==> config.mk <==
export PLATFORM = sky130hd
export DESIGN_NAME = delay_credit_fifo
export DESIGN_NICKNAME = d
export VERILOG_FILES = /design/src/rtl/delay_credit_fifo.sv
export SDC_FILE = /design/constraint.sdc
export NUM_CORES = 1
export LEC_CHECK = 0
export ABC_AREA = 1
export BUFFER_PORTS_ARGS = -buffer_cell sky130_fd_sc_hd__buf_2
export CORE_UTILIZATION = 50
export DETAILED_ROUTE_END_ITERATION = 6
export PLACE_DENSITY = 0.66
export SETUP_SLACK_MARGIN = 0.1
export SLEW_MARGIN = 25
export SYNTH_ARGS = -nofsm -noshare
export SYNTH_HDL_FRONTEND = slang
export SYNTH_SLANG_ARGS = --single-unit
==> constraint.sdc <==
create_clock -name clk -period 5.6 [get_ports clk]
set_clock_uncertainty 0.1 [all_clocks]
set_input_delay 1.12 -clock clk [delete_from_list [all_inputs] [get_ports clk]]
set_output_delay 1.12 -clock clk [all_outputs]
set_load 0.05 [all_outputs]
==> src/rtl/delay_credit_fifo.sv <==
// delay_credit_fifo: first-word-fall-through elastic buffer placed after
// delay_chain. The top DN slots are held back as credit for words already
// in flight inside the chain, so afull warns upstream early enough that
// nothing it launched is lost. Occupancy and a sticky overflow flag are
// exported for status.
module delay_credit_fifo #(
    parameter int DW    = 64,
    parameter int DN    = 8,
    parameter int DEPTH = 16,
    localparam int CW   = $clog2(DEPTH) + 1
) (
    input  logic          clk,
    input  logic          rst_n,
    input  logic          in_vld,
    input  logic [DW-1:0] in_data,
    output logic          afull,
    output logic          out_vld,
    input  logic          out_rdy,
    output logic [DW-1:0] out_data,
    output logic [CW-1:0] count,
    output logic          ovf
);

    localparam int            AW      = $clog2(DEPTH);
    localparam logic [CW-1:0] DEPTH_C = CW'(DEPTH);
    localparam logic [CW-1:0] DN_C    = CW'(DN);

    logic [DW-1:0] mem_q [DEPTH];
    logic [AW-1:0] wr_ptr_q, wr_ptr_d;
    logic [AW-1:0] rd_ptr_q, rd_ptr_d;
    logic [CW-1:0] count_q, count_d;
    logic          ovf_q, ovf_d;
    logic          full_s, pop_s, push_s;

    // Handshake qualifiers: a pop frees the slot a same-cycle push may take when full.
    always_comb begin
        full_s = (count_q == DEPTH_C);
        pop_s  = (count_q != {CW{1'b0}}) & out_rdy;
        push_s = in_vld & (~full_s | pop_s);
    end

    // Next-state for pointers, occupancy and the sticky overflow flag.
    always_comb begin
        wr_ptr_d = wr_ptr_q;
        rd_ptr_d = rd_ptr_q;
        count_d  = count_q;
        ovf_d    = ovf_q;
        if (push_s) begin
            wr_ptr_d = wr_ptr_q + AW'(1'b1);
        end else begin
            wr_ptr_d = wr_ptr_q;
        end
        if (pop_s) begin
            rd_ptr_d = rd_ptr_q + AW'(1'b1);
        end else begin
            rd_ptr_d = rd_ptr_q;
        end
        case ({push_s, pop_s})
            2'b10:   count_d = count_q + CW'(1'b1);
            2'b01:   count_d = count_q - CW'(1'b1);
            default: count_d = count_q;
        endcase
        if (in_vld & full_s & ~pop_s) begin
            ovf_d = 1'b1;
        end else begin
            ovf_d = ovf_q;
        end
    end

    // Control state; reset takes effect immediately, even mid-transfer.
    always_ff @(posedge clk or negedge rst_n) begin
        if (!rst_n) begin
            wr_ptr_q <= {AW{1'b0}};
            rd_ptr_q <= {AW{1'b0}};
            count_q  <= {CW{1'b0}};
            ovf_q    <= 1'b0;
        end else begin
            wr_ptr_q <= wr_ptr_d;
            rd_ptr_q <= rd_ptr_d;
            count_q  <= count_d;
            ovf_q    <= ovf_d;
        end
    end

    // Storage array; left unreset since it is masked whenever the FIFO is empty.
    always_ff @(posedge clk) begin
        if (push_s) begin
            mem_q[wr_ptr_q] <= in_data;
        end
    end

    // Outputs decoded purely from registers, with no path from in_* or out_rdy.
    always_comb begin
        out_vld = (count_q != {CW{1'b0}});
        afull   = ((DEPTH_C - count_q) <= DN_C);
        count   = count_q;
        ovf     = ovf_q;
        if (out_vld) begin
            out_data = mem_q[rd_ptr_q];
        end else begin
            out_data = {DW{1'b0}};
        end
    end

endmodule

==> results of run 1 <==
[cell usage in the layout (no fill, tap or decap), drive strengths merged, types with 14 or more instances in the layout]
cell type / instances
nand2: 62
buf: 193
clkbuf: 133
o21ai: 517
o211ai: 192
nand3: 165
dfrtp: 14
a21oi: 102
clkinv: 46
edfxtp: 1024
inv: 61
nor2: 817
[through the flow]
stage          hold slack [ns]  area (um2)
2_1_floorplan           0.4665       41430
6_report                0.2631       46540
3_5_place_dp            0.3622       43130
4_1_cts                 0.2445       46500
5_1_grt                 0.2628       46530
3_3_place_gp            0.3628       43070
[final cells by class]
type | instances | area share (%)
repair buffers | 193 | 3.052
diodes | 3 | 0.01613
well taps | 1070 | 2.877
clock buffers | 133 | 5.918
multi-input cells | 1880 | 19.43
inverters | 58 | 0.5082
flip-flops and latches | 1038 | 66.86
clock inverters | 63 | 1.336
[cells by family (layout without fill, tap and decap cells)]
group / after synthesis / after routing / share of synthesized area, %
flip-flops: 1038 / 1038 / 75.06
adder cells (fa/ha/maj): 9 / 9 / 0.2718
XOR/XNOR: 9 / 9 / 0.1903
buffers and inverters: 275 / 447 / 3.434
other: 0 / 3 / 0
AO/OA/AOI/OAI: 813 / 813 / 10.99
AND/OR/NAND/NOR: 1049 / 1049 / 10.05
[where the power goes]
part / internal (mW) / switching (mW) / total, mW
sequential: 9.35 / 0.303 / 9.66
combinational: 2.56 / 7.64 / 10.2
clock: 3.99 / 2.90 / 6.88
total: 15.9 / 10.8 / 26.7
[sequential cells by signal, summed over array words and instances, names as in the netlist]
signal and flops:
mem_q 1024, count 5, rd_ptr_q 4, wr_ptr_q 4, ovf 1
[cells in the mapped netlist]
cell type,number,area (um2)
clkbuf_1,103,386.6
o21bai_1,1,7.510
nand4_1,2,12.51
buf_6,39,439.2
buf_4,4,30.03
o21ai_1,263,1316
xor2_1,9,78.83
nor4_2,1,12.51
dfrtp_1,14,350.3
o211ai_1,192,1441
nand3_1,165,825.8
a21oi_1,102,510.5
inv_1,55,206.5
nand2_1,61,229.0
nor3_1,1,5.000
buf_8,2,30.03
ha_1,9,112.6
nand2_2,1,6.260
o21a_1,1,7.510
nor4_1,1,6.260
o21ai_0,254,1271
buf_2,37,185.2
inv_6,1,8.760
nor2_1,817,3067
clkbuf_2,7,35.03
edfxtp_1,1024,30750
buf_1,25,93.84
inv_2,2,7.510
[path summary, 6_finish.rpt]
kind                             start           end  slack (ns)
min                              rst_n   rd_ptr_q[0]        0.26
max in group asynchronous        rst_n   rd_ptr_q[2]        4.83
min reg2reg                        ovf           ovf        0.37
max                        rd_ptr_q[1]  out_data[23]        0.89
max reg2reg                   count[0]  mem_q[7][20]        1.78
min in group clk                   ovf           ovf        0.37
[layer usage]
layer  up-vias  GRT usage [%]  share of wire (%)  wire length (um)
li1      11820              -                  -                 -
met5         -              0              0.056                57
met1     12900          32.47                 41             42060
met3       204          4.251                7.4              7521
met2      1052          39.81                 48             48870
met4         8          8.108                3.1              3184
==> summary.md, run 1 <==
| Metric | Value |
|---|---|
| WL per Instance | `22.91 um` |
| Slew Viols, Final | `0` |
| Global-route usage over all layers | `24.10%` |
| Placed Cells | `4238` |
| Min-Delay Path Class | `input port to asynchronous set/reset pin` |
| CP Buf/Inv Count | `3` |
| Pre-CTS setup slack | `1.592 ns` |
| Core area | `81980 um2` |
| CP Cell Sequence | `buf_4, buf_4, o21ai_0, o211ai_1, nand3_1, a21oi_1, buf_2` |
| Total CTS buffers | `105` |
| Critical path data required time | `4.38 ns` |
| Post_cts resized | `0` |
| Post-DP HPWL | `51270 um` |
| Synth Cell Area | `41430 um2` |
| Net count of the finished layout | `3353` |
| Initial Util | `50.54%` |
| 1st-iter DRT viols | `2928` |
| Crit-path slowest cell | `buf_4` |
| Placer Congestion | `0.7555` |
| Worst reg2reg path depth | `10` |
| Site Rows | `105` |
| Share of layout cells above drive strength 1 | `10.82%` |
| Initial antenna violation count | `12` |
| Layout Cells excl Fill | `4438` |
| Distinct cells, synth | `28` |
| Clock tree sinks | `1038` |
| Pleak | `15.29 nW` |
| Synth Area per Inst | `12.98 um2` |
| CP Launch Type | `register` |
| RSZ-0062 raised after global routing | `no` |
| Buffers on Ports | `139` |
| Status | `complete, no violations` |
| CTS tree | `built` |
| Pwr/cell area | `574.8 nW/um2` |
| Worst Tran Pin Value | `1.046 ns` |
| Util after Layout | `56.77%` |
| WP depth | `7` |
| Final period utilization | `84.11%` |
| Final setup violation count | `0` |
| First-pass GRT wire length | `154600 um` |
| CP Class | `register to primary output` |
| Largest net degree at the start of global routing | `241` |
| Seq/Total Area, Yosys | `75.06%` |
| Setup TNS | `0 ns` |
| Worst setup margin | `0.8897 ns` |
| DRT Pass-1 Iters | `6` |
| Synth-to-Final Area Change | `12.32%` |
| Hold_buf cts | `0` |
| Delay-heaviest family, CP | `buffers and inverters` |
| Clk root buf | `clkbuf_16` |
| Slew headroom | `30.24%` |
| Vias in the first global route | `25950` |
| Worst setup EP type | `primary output` |
| Post-Synthesis Cells | `3193` |
| Seq cells post-synth | `1038` |
| Worst path arrival time | `3.49 ns` |
| Die area | `84020 um2` |
| Number of fill cells | `6524` |
| Crit path max fanout | `71` |
| Critical path's largest stage delay | `0.72 ns` |
| Reg clk slew, reported paths | `0.06 ns` |
| Final Power | `26.75 mW` |
| Routed wire length | `101700 um` |
| DIE HEIGHT | `289.9 um` |
| Maximum clock frequency | `212.3 MHz` |
| Clock H-tree levels | `3` |
| Syn Nets | `3270` |
| Clk_lat worst skew | `0.66 ns` |
| Clk buf depth | `3` |
| Avg Vias per Cell | `5.855` |
| Area of the multi-input gates | `9042 um2` |
| Final min period | `4.710 ns` |
| Cell mode on critical path | `buf_4` |
| Width of the die | `289.9 um` |
| Via count | `25990` |
| YS warnings | `0` |
| Grt total ovfl | `0` |
| I/O Pins | `140` |
| Register area | `31110 um2` |
| VDD IR max | `0.5357 mV` |
| Final Hold Viols | `0` |
| # DRC | `0` |
| Post-CTS repair timing setup buffer count | `0` |
| Post-route ant nets | `0` |
| Max-Cap Viols | `0` |
No activity file was read; power rests on OpenSTA's default activity.
==> inputs of run 2 (changes only) <==
--- a/config.mk
+++ b/config.mk
@@ -9,7 +9,7 @@
 export BUFFER_PORTS_ARGS = -buffer_cell sky130_fd_sc_hd__buf_2
 export CORE_UTILIZATION = 50
 export DETAILED_ROUTE_END_ITERATION = 6
-export PLACE_DENSITY = 0.66
+export PLACE_DENSITY = 0.69
 export SETUP_SLACK_MARGIN = 0.1
 export SLEW_MARGIN = 25
 export SYNTH_ARGS = -nofsm -noshare
==> constraint.sdc (replaced) <==
create_clock -name clk -period 4.25 [get_ports clk]
set_clock_uncertainty 0.1 [all_clocks]
set_input_delay 0.85 -clock clk [delete_from_list [all_inputs] [get_ports clk]]
set_output_delay 0.85 -clock clk [all_outputs]
set_load 0.05 [all_outputs]
==> run 2 against run 1 <==
Effect of this change:
- clock-buffer cell count decreased by 10
- clock power increased by 30%
- global-route usage decreased by 0.92 points
- sequential cell count unchanged
- critical endpoint is now out_data[53]
- largest cell class unchanged
==> summary.md, run 2 (synthesis results as in run 1) <==
| Metric | Value |
|---|---|
| Status | `complete, no violations` |
| Total CTS buffers | `103` |
| RSZ-0062 raised after global routing | `yes` |
| Buffers on Ports | `139` |
| Layout Cells excl Fill | `4446` |
| Most frequent cells in the layout | `edfxtp_1 (1024), nor2_1 (801), o21ai_1 (263)` |
| GRT busiest layer | `met2` |
| Met3 usage | `3.631%` |
| Commonest non-fill, non-tap cell in the layout | `edfxtp_1` |
| CTS tree | `built` |
| Via count | `25740` |
| Crit path max fanout | `203` |
| Routed wire length | `99800 um` |
| CP Class | `register to primary output` |
| CP Launch Type | `register` |
| Global-route usage over all layers | `23.19%` |
| Final min period | `4.100 ns` |
| Final Hold Viols | `0` |
| Core area | `81980 um2` |
| Min-Delay Path Class | `input port to register` |
| Clock H-tree levels | `3` |
| Slew headroom | `32.68%` |
| Placer Congestion | `0.7368` |
| Clock tree sinks | `1038` |
| Fin Hold WS | `0.4143 ns` |
| Clk root buf | `clkbuf_16` |
| Worst Tran Pin Value | `1.007 ns` |
| Grt total ovfl | `0` |
| Clk buf depth | `3` |
| Post-route ant nets | `0` |
| Pleak | `15.41 nW` |
| Pre-CTS setup slack | `0.6787 ns` |
| First-pass GRT wire length | `147700 um` |
| CP Cell Sequence | `buf_16, o21ai_0, o211ai_1, nand3_1, a21oi_1, buf_2` |
| Site Rows | `105` |
| Post-DP HPWL | `46780 um` |
| Max reg flops | `1024` |
| Die area | `84020 um2` |
| Clk_lat worst skew | `0.67 ns` |
| Share of layout cells above drive strength 1 | `11.38%` |
| I/O Pins | `140` |
| Placed Cells | `4247` |
| Avg Vias per Cell | `5.790` |
| DIE HEIGHT | `289.9 um` |
| Slew Viols, Final | `0` |
| Largest net degree at the start of global routing | `204` |
| Synth-to-Final Area Change | `12.91%` |
| Max-Cap Viols | `0` |
| 1st-iter DRT viols | `2742` |
| Final period utilization | `96.47%` |
| Worst setup EP type | `primary output` |
| Worst path arrival time | `3.15 ns` |
| Routing usage on met1 | `32.87%` |
| Final setup violation count | `0` |
| Pwr/cell area | `755.4 nW/um2` |
| Grt met2 use | `37.15%` |
| Reg clk slew, reported paths | `0.06 ns` |
| DRT Pass-1 Iters | `5` |
| # DRC | `0` |
| Final instance area | `46780 um2` |
| VDD IR max | `0.5348 mV` |
| Critical path's largest stage delay | `0.59 ns` |
| Initial antenna violation count | `10` |
| Largest Register | `mem_q` |
| Critical path data required time | `3.30 ns` |
| Initial Util | `50.54%` |
| WL per Instance | `22.45 um` |
| Maximum clock frequency | `243.9 MHz` |
| Net count of the finished layout | `3366` |
| Placed Area | `43270 um2` |
| Width of the die | `289.9 um` |
| Crit-path slowest cell | `buf_16` |
| Vias in the first global route | `24480` |
| Worst setup margin | `0.1500 ns` |
==> run 2: cell count changes in the layout (fill, tap and decap cells not counted), sizes merged <==
| cell | before | now |
|---|---|---|
| clkinvlp | 3 | 4 |
| inv | 61 | 58 |
| buf | 193 | 205 |
| clkbuf | 133 | 125 |
| dlygate4sd3 | 0 | 1 |
| clkinv | 46 | 51 |
==> run 2: metrics by stage <==
stage / TNS, ns / utilization (%) / power [mW]
after floorplan: -87.54 / - / 22.63
after global placement: 0 / 52.79 / 26.22
after detailed placement: 0 / 52.79 / 26.37
after CTS: 0 / 56.89 / 35.31
after global routing: 0 / 57.07 / 36.95
final: 0 / 57.07 / 35.34
==> run 2: layout make-up <==
cell class	count	area [um2]
Fill cell	6399	35200
Antenna cell	3	7.507
Clock buffer	123	2653
Sequential cell	1038	31110
Tap cell	1070	1339
Timing Repair Buffer	208	1664
Multi-Input combinational cell	1880	9046
Inverter	58	254.0
Clock inverter	66	704.4
==> run 2: path summary, 6_finish.rpt <==
path | start | to | slack (ns) | cells past startpoint
worst max-delay path | rd_ptr_q[1] | out_data[53] | 0.15 | 6
worst min-delay path | in_vld | ovf | 0.41 | 3
worst max register to register | count[2] | mem_q[0][36] | 0.69 | 10
worst min register to register | ovf | ovf | 0.43 | 1
max in group asynchronous | rst_n | rd_ptr_q[0] | 3.23 | 2
min in group asynchronous | rst_n | count[0] | 0.52 | 2
==> run 2: per-layer routing <==
metal / share of wire (%) / vias up
met4: 2.5 / 14
met5: 0.096 / -
met3: 7.4 / 173
li1: - / 11850
met2: 47 / 1030
met1: 43 / 12680
==> run 2: worst max-delay path: cells and delay by family (launching register included) <==
family	cells	cell delay (ns)
DFF	1	0.53
AOI/OAI and AO/OA	3	0.79
and+or+nand+nor	1	0.11
buffers and inverters	2	0.94
==> run 2: report_power, final <==
group	total (mW)	switching [mW]	internal, mW	leakage (nW)
combinational	13.7	10.1	3.58	4.36
sequential	12.7	0.353	12.3	9.41
clock	8.96	3.81	5.15	1.63
==> run 2: what timing repair did <==
action                                 in CTS  in global routing
hold buffers                                1                  0
setup endpoints to repair                   3                 34
endpoints found under the hold margin      14                  0
cloned                                      0                  2
buffers inserted                            0                  4
resized for setup                           0                  9
